[src/rtl/alu_pipe.sv]
// Two-stage WIDTH-bit ALU with valid/ready flow control
// and a sleep/drain handshake for power isolation.
//
// Ports:
//   clk, reset          rising-edge clock, async active-high reset
//   in_valid/in_ready   operand beat handshake (in1, in2, sel)
//   out_valid/out_ready result handshake (out1, carry, zero)
//   sleep_req/sleep_ack power controller drain/isolate handshake
//   busy                any stage holds a beat
module alu_pipe #(
  parameter int WIDTH = 8,
  parameter int SHW   = $clog2(WIDTH)
) (
  input  logic             clk,
  input  logic             reset,
  input  logic             in_valid,
  output logic             in_ready,
  input  logic [WIDTH-1:0] in1,
  input  logic [WIDTH-1:0] in2,
  input  logic [2:0]       sel,
  output logic             out_valid,
  input  logic             out_ready,
  output logic [WIDTH-1:0] out1,
  output logic             carry,
  output logic             zero,
  input  logic             sleep_req,
  output logic             sleep_ack,
  output logic             busy
);

  typedef enum logic [1:0] {
    RUN, DRAIN, SLEEP, WAKE
  } state_t;

  state_t state, state_n;

  logic             s1_valid;
  logic [WIDTH-1:0] s1_a;
  logic [WIDTH-1:0] s1_b;
  logic [2:0]       s1_sel;

  logic             s2_valid;
  logic [WIDTH-1:0] out1_q;
  logic             carry_q;
  logic             zero_q;

  logic             s2_take;
  logic             accept;
  logic             drain_done;
  logic             go_sleep;

  logic [WIDTH-1:0] res;
  logic             res_c;
  logic [SHW-1:0]   shamt;

  // S2 can take a new beat when empty or being consumed
  assign s2_take  = ~s2_valid | out_ready;
  assign in_ready = (state == RUN)
                  & (~s1_valid | s2_take);
  assign accept   = in_valid & in_ready;

  // pipeline will be empty after this edge
  // (S1 cannot load outside RUN)
  assign drain_done = ~s1_valid & s2_take;
  assign go_sleep   = (state == DRAIN)
                    & sleep_req & drain_done;

  assign shamt = s1_b[SHW-1:0];

  always_comb begin
    res   = '0;
    res_c = 1'b0;
    unique case (s1_sel)
      3'd0: {res_c, res} = {1'b0, s1_a}
                         + {1'b0, s1_b};
      3'd1: {res_c, res} = {1'b0, s1_a}
                         - {1'b0, s1_b};
      3'd2: res = s1_a & s1_b;
      3'd3: res = s1_a | s1_b;
      3'd4: res = s1_a ^ s1_b;
      3'd5: res = s1_a << shamt;
      3'd6: res = s1_a >> shamt;
      3'd7: res = s1_a;
    endcase
  end

  always_comb begin
    state_n = state;
    unique case (state)
      RUN: begin
        if (sleep_req) state_n = DRAIN;
      end
      DRAIN: begin
        if (!sleep_req)      state_n = RUN;
        else if (drain_done) state_n = SLEEP;
      end
      SLEEP: begin
        if (!sleep_req) state_n = WAKE;
      end
      WAKE: state_n = RUN;
    endcase
  end

  always_ff @(posedge clk or posedge reset) begin
    if (reset) state <= RUN;
    else       state <= state_n;
  end

  always_ff @(posedge clk or posedge reset) begin
    if (reset) begin
      s1_valid <= 1'b0;
      s1_a     <= '0;
      s1_b     <= '0;
      s1_sel   <= '0;
    end else if (accept) begin
      s1_valid <= 1'b1;
      s1_a     <= in1;
      s1_b     <= in2;
      s1_sel   <= sel;
    end else if (s2_take) begin
      s1_valid <= 1'b0;
    end
  end

  // result registers are cleared on sleep entry so
  // the isolated outputs sit at 0
  always_ff @(posedge clk or posedge reset) begin
    if (reset) begin
      s2_valid <= 1'b0;
      out1_q   <= '0;
      carry_q  <= 1'b0;
      zero_q   <= 1'b0;
    end else begin
      if (s2_take) s2_valid <= s1_valid;
      if (go_sleep) begin
        out1_q  <= '0;
        carry_q <= 1'b0;
        zero_q  <= 1'b0;
      end else if (s2_take & s1_valid) begin
        out1_q  <= res;
        carry_q <= res_c;
        zero_q  <= (res == '0);
      end
    end
  end

  assign out_valid = s2_valid;
  assign out1      = out1_q;
  assign carry     = carry_q;
  assign zero      = zero_q;
  assign sleep_ack = (state == SLEEP);
  assign busy      = s1_valid | s2_valid;

endmodule
[config.mk]
export PLATFORM = sky130hd
export DESIGN_NAME = alu_pipe
export DESIGN_NICKNAME = d
export VERILOG_FILES = /design/src/rtl/alu_pipe.sv
export SDC_FILE = /design/constraint.sdc
export NUM_CORES = 1
export LEC_CHECK = 0
export ABC_AREA = 1
export CORE_ASPECT_RATIO = 0.7
export CORE_UTILIZATION = 55
export CTS_CLUSTER_DIAMETER = 100
export DETAILED_ROUTE_END_ITERATION = 7
export PLACE_DENSITY = 0.79
export SYNTH_ARGS = -nofsm -noshare
export SYNTH_HDL_FRONTEND = slang
export SYNTH_SLANG_ARGS = --single-unit
[constraint.sdc]
create_clock -name clk -period 2.4 [get_ports clk]
set_clock_uncertainty 0.2 [all_clocks]
set_input_delay 0.36 -clock clk [delete_from_list [all_inputs] [get_ports clk]]
set_output_delay 0.36 -clock clk [all_outputs]
set_load 0.05 [all_outputs]
==> results.tsv <==
metric	value	unit
port bufs	37	
DP Worst Slack	0.102	ns
register area share after synthesis	26.4	%
top_reg_cell synth	dfrtp_1	
Longest Clk Path Bufs	2	
die width	92.2	um
RSZ-0062 raised after global routing	no	
number of enable flip-flop cells after synthesis	0	
largest area contributor in the netlist	dfrtp_1	
status	finished, final reports clean	
worst min path class	input port to async pin	
grt ovf	0	
worst slew pin tran	0.521	ns
DP HPWL	8.00	mm
Final period util	94.0	%
first-pass GRT wire length	16.3	mm
die area	0.00600	mm^2
Mapped Area	0.00313	mm^2
vias in the first global route	3201	
asr flop ratio synth	100	%
Post-Route WL	10.3	mm
most numerous cell in the Yosys netlist	nand2_1	
Max Cap Viol	0	
clk sinks	33	
Slew Limit Fails	0	
Crit Path Class	flip-flop to output port	
cts bufs inserted	5	
final setup fails	0	
synthesis-stage register bit count	33	
share of layout cells above drive strength 1	13.8	%
FP Rows	22	
vias	3548	
Placeable Area	0.00537	mm^2
Critical Path Sink Type	output port	
Final WS setup	0.144	ns
Post-CTS Hold Fix Bufs	0	
Fin Setup TNS	0	ns
CTS tree	built	
num ports	38	
Achievable Freq	443	MHz
CP arrival	1.70	ns
top area cells in the synthesized netlist	dfrtp_1, nand2_1, nand3_1	
ant diodes	0	
Final #Nets	602	
Worst Path Required	1.84	ns
GPL Wtd Cong	1.00	
post-synth cell types	35	
yosys warns	0	
Hold WS	0.264	ns
syn_nets	533	
WL per Instance	16.5	um
area grow syn2layout	27.1	%
vias per cell	5.69	
CP Launch Type	flip-flop	
Antenna Nets Post-Route	0	
share of the synthesized area in the top cell type	26.4	%
antenna violations before repair	0	
Initial DRC Count	481	
Post-Syn Area per Cell	6.49	um^2
Die Ht	65.1	um
Residual DRC	0	
gr usage total	35.8	%
Max FO, Critical Path	5	
Final min period	2.26	ns
largest net degree at the start of global routing	40	
clock slew at reported path FFs	0.08	ns
Initial Utilization	58.3	%
final hold vios	0	
Worst-Skew Late Latency	0.29	ns
Detailed Routing Iterations Pass 1	6	
clk root buf	clkbuf_8	
Slew HR	65.1	%
H-Tree Depth	2	
post-synthesis cell count	482	
Post-synth top cells	nand2_1, nand3_1, inv_1	
metal layers:
layer / part of all wire, % / GRT usage [%]
met1: 45 / 51.8
met2: 42 / 52.3
met3: 12 / 11.0
met4: 1.7 / 8.01
met5: 0 / 0
worst max-delay path, stage by stage (launching register included):
cell             delay, ns
dfrtp_1               0.44
nor2_1                0.15
clkdlybuf4s50_1       0.82
layout make-up:
cell class | instances | area (um^2)
clock buffer | 7 | 86.3
inverter | 67 | 251
tap | 72 | 90.1
clock inverter | 1 | 30.0
timing repair buffer | 79 | 708
sequential | 33 | 827
fill | 462 | 1390
multi-input combinational | 365 | 1980
sequential cells by signal, summed over array words and instances (netlist names), named ones only:
register and flops:
out_valid 1, s1_b 8, carry 1, out1 8, s1_valid 1, zero 1
state 1, s1_a 8, s1_sel 3
placed cells by master (no fill, tap or decap), types with 2 or more instances in the layout:
| cell type | netlist | layout |
|---|---|---|
| o21ai_0 | 14 | 14 |
| nor2_1 | 58 | 55 |
| inv_1 | 62 | 62 |
| nor2_4 | 2 | 2 |
| ha_1 | 25 | 21 |
| o211ai_1 | 4 | 4 |
| nor2_2 | 2 | 5 |
| nand4_1 | 15 | 15 |
| inv_2 | 4 | 4 |
| ha_4 | 0 | 3 |
| nand3_1 | 71 | 71 |
| clkdlybuf4s50_1 | 0 | 36 |
| xor2_1 | 4 | 4 |
| buf_4 | 1 | 41 |
| nand2_1 | 120 | 120 |
| a21oi_1 | 34 | 32 |
| clkbuf_8 | 2 | 6 |
| buf_12 | 0 | 2 |
| or2_2 | 2 | 2 |
| dfrtp_1 | 33 | 32 |
| a21oi_2 | 0 | 2 |
timing repair:
| item | CTS | global route |
|---|---|---|
| resized for setup | 0 | 14 |
| endpoints found under the setup margin | 0 | 5 |
| buffers inserted | 0 | 1 |
per-stage QoR:
stage | instances | area (um^2) | utilization [%]
floorplan | 482 | 3130 | -
global placement | 615 | 3790 | 70.7
detailed placement | 615 | 3790 | 70.7
CTS | 623 | 3910 | 72.9
global route | 624 | 3980 | 74.1
finish | 624 | 3980 | 74.1
cell families (layout without fill, tap and decap cells):
kind of cell	after synthesis	after routing	synth area share (%)
AOI/OAI and AO/OA	56	56	9.63
xor gates and xnor gates	5	5	1.40
adders and majority gates	27	27	11.3
buffers and inverters	84	154	12.1
DFF	33	33	26.4
and+or+nand+nor	277	277	39.2
path summary, 6_finish.rpt:
kind,cells past startpoint,slack (ns),endpoint,start
worst min register to register,2,0.29,carry,carry
worst max-delay path,2,0.14,sleep_ack,state[0]
max in group asynchronous,3,1.40,s1_a[0],reset
worst min-delay path,3,0.26,state[0],reset
worst max register to register,15,0.19,zero,s1_a[2]
min in group clk,2,0.29,carry,carry
Power is not shown: default switching activity piles up to over one toggle a cycle in this logic, so the estimate is an artifact.
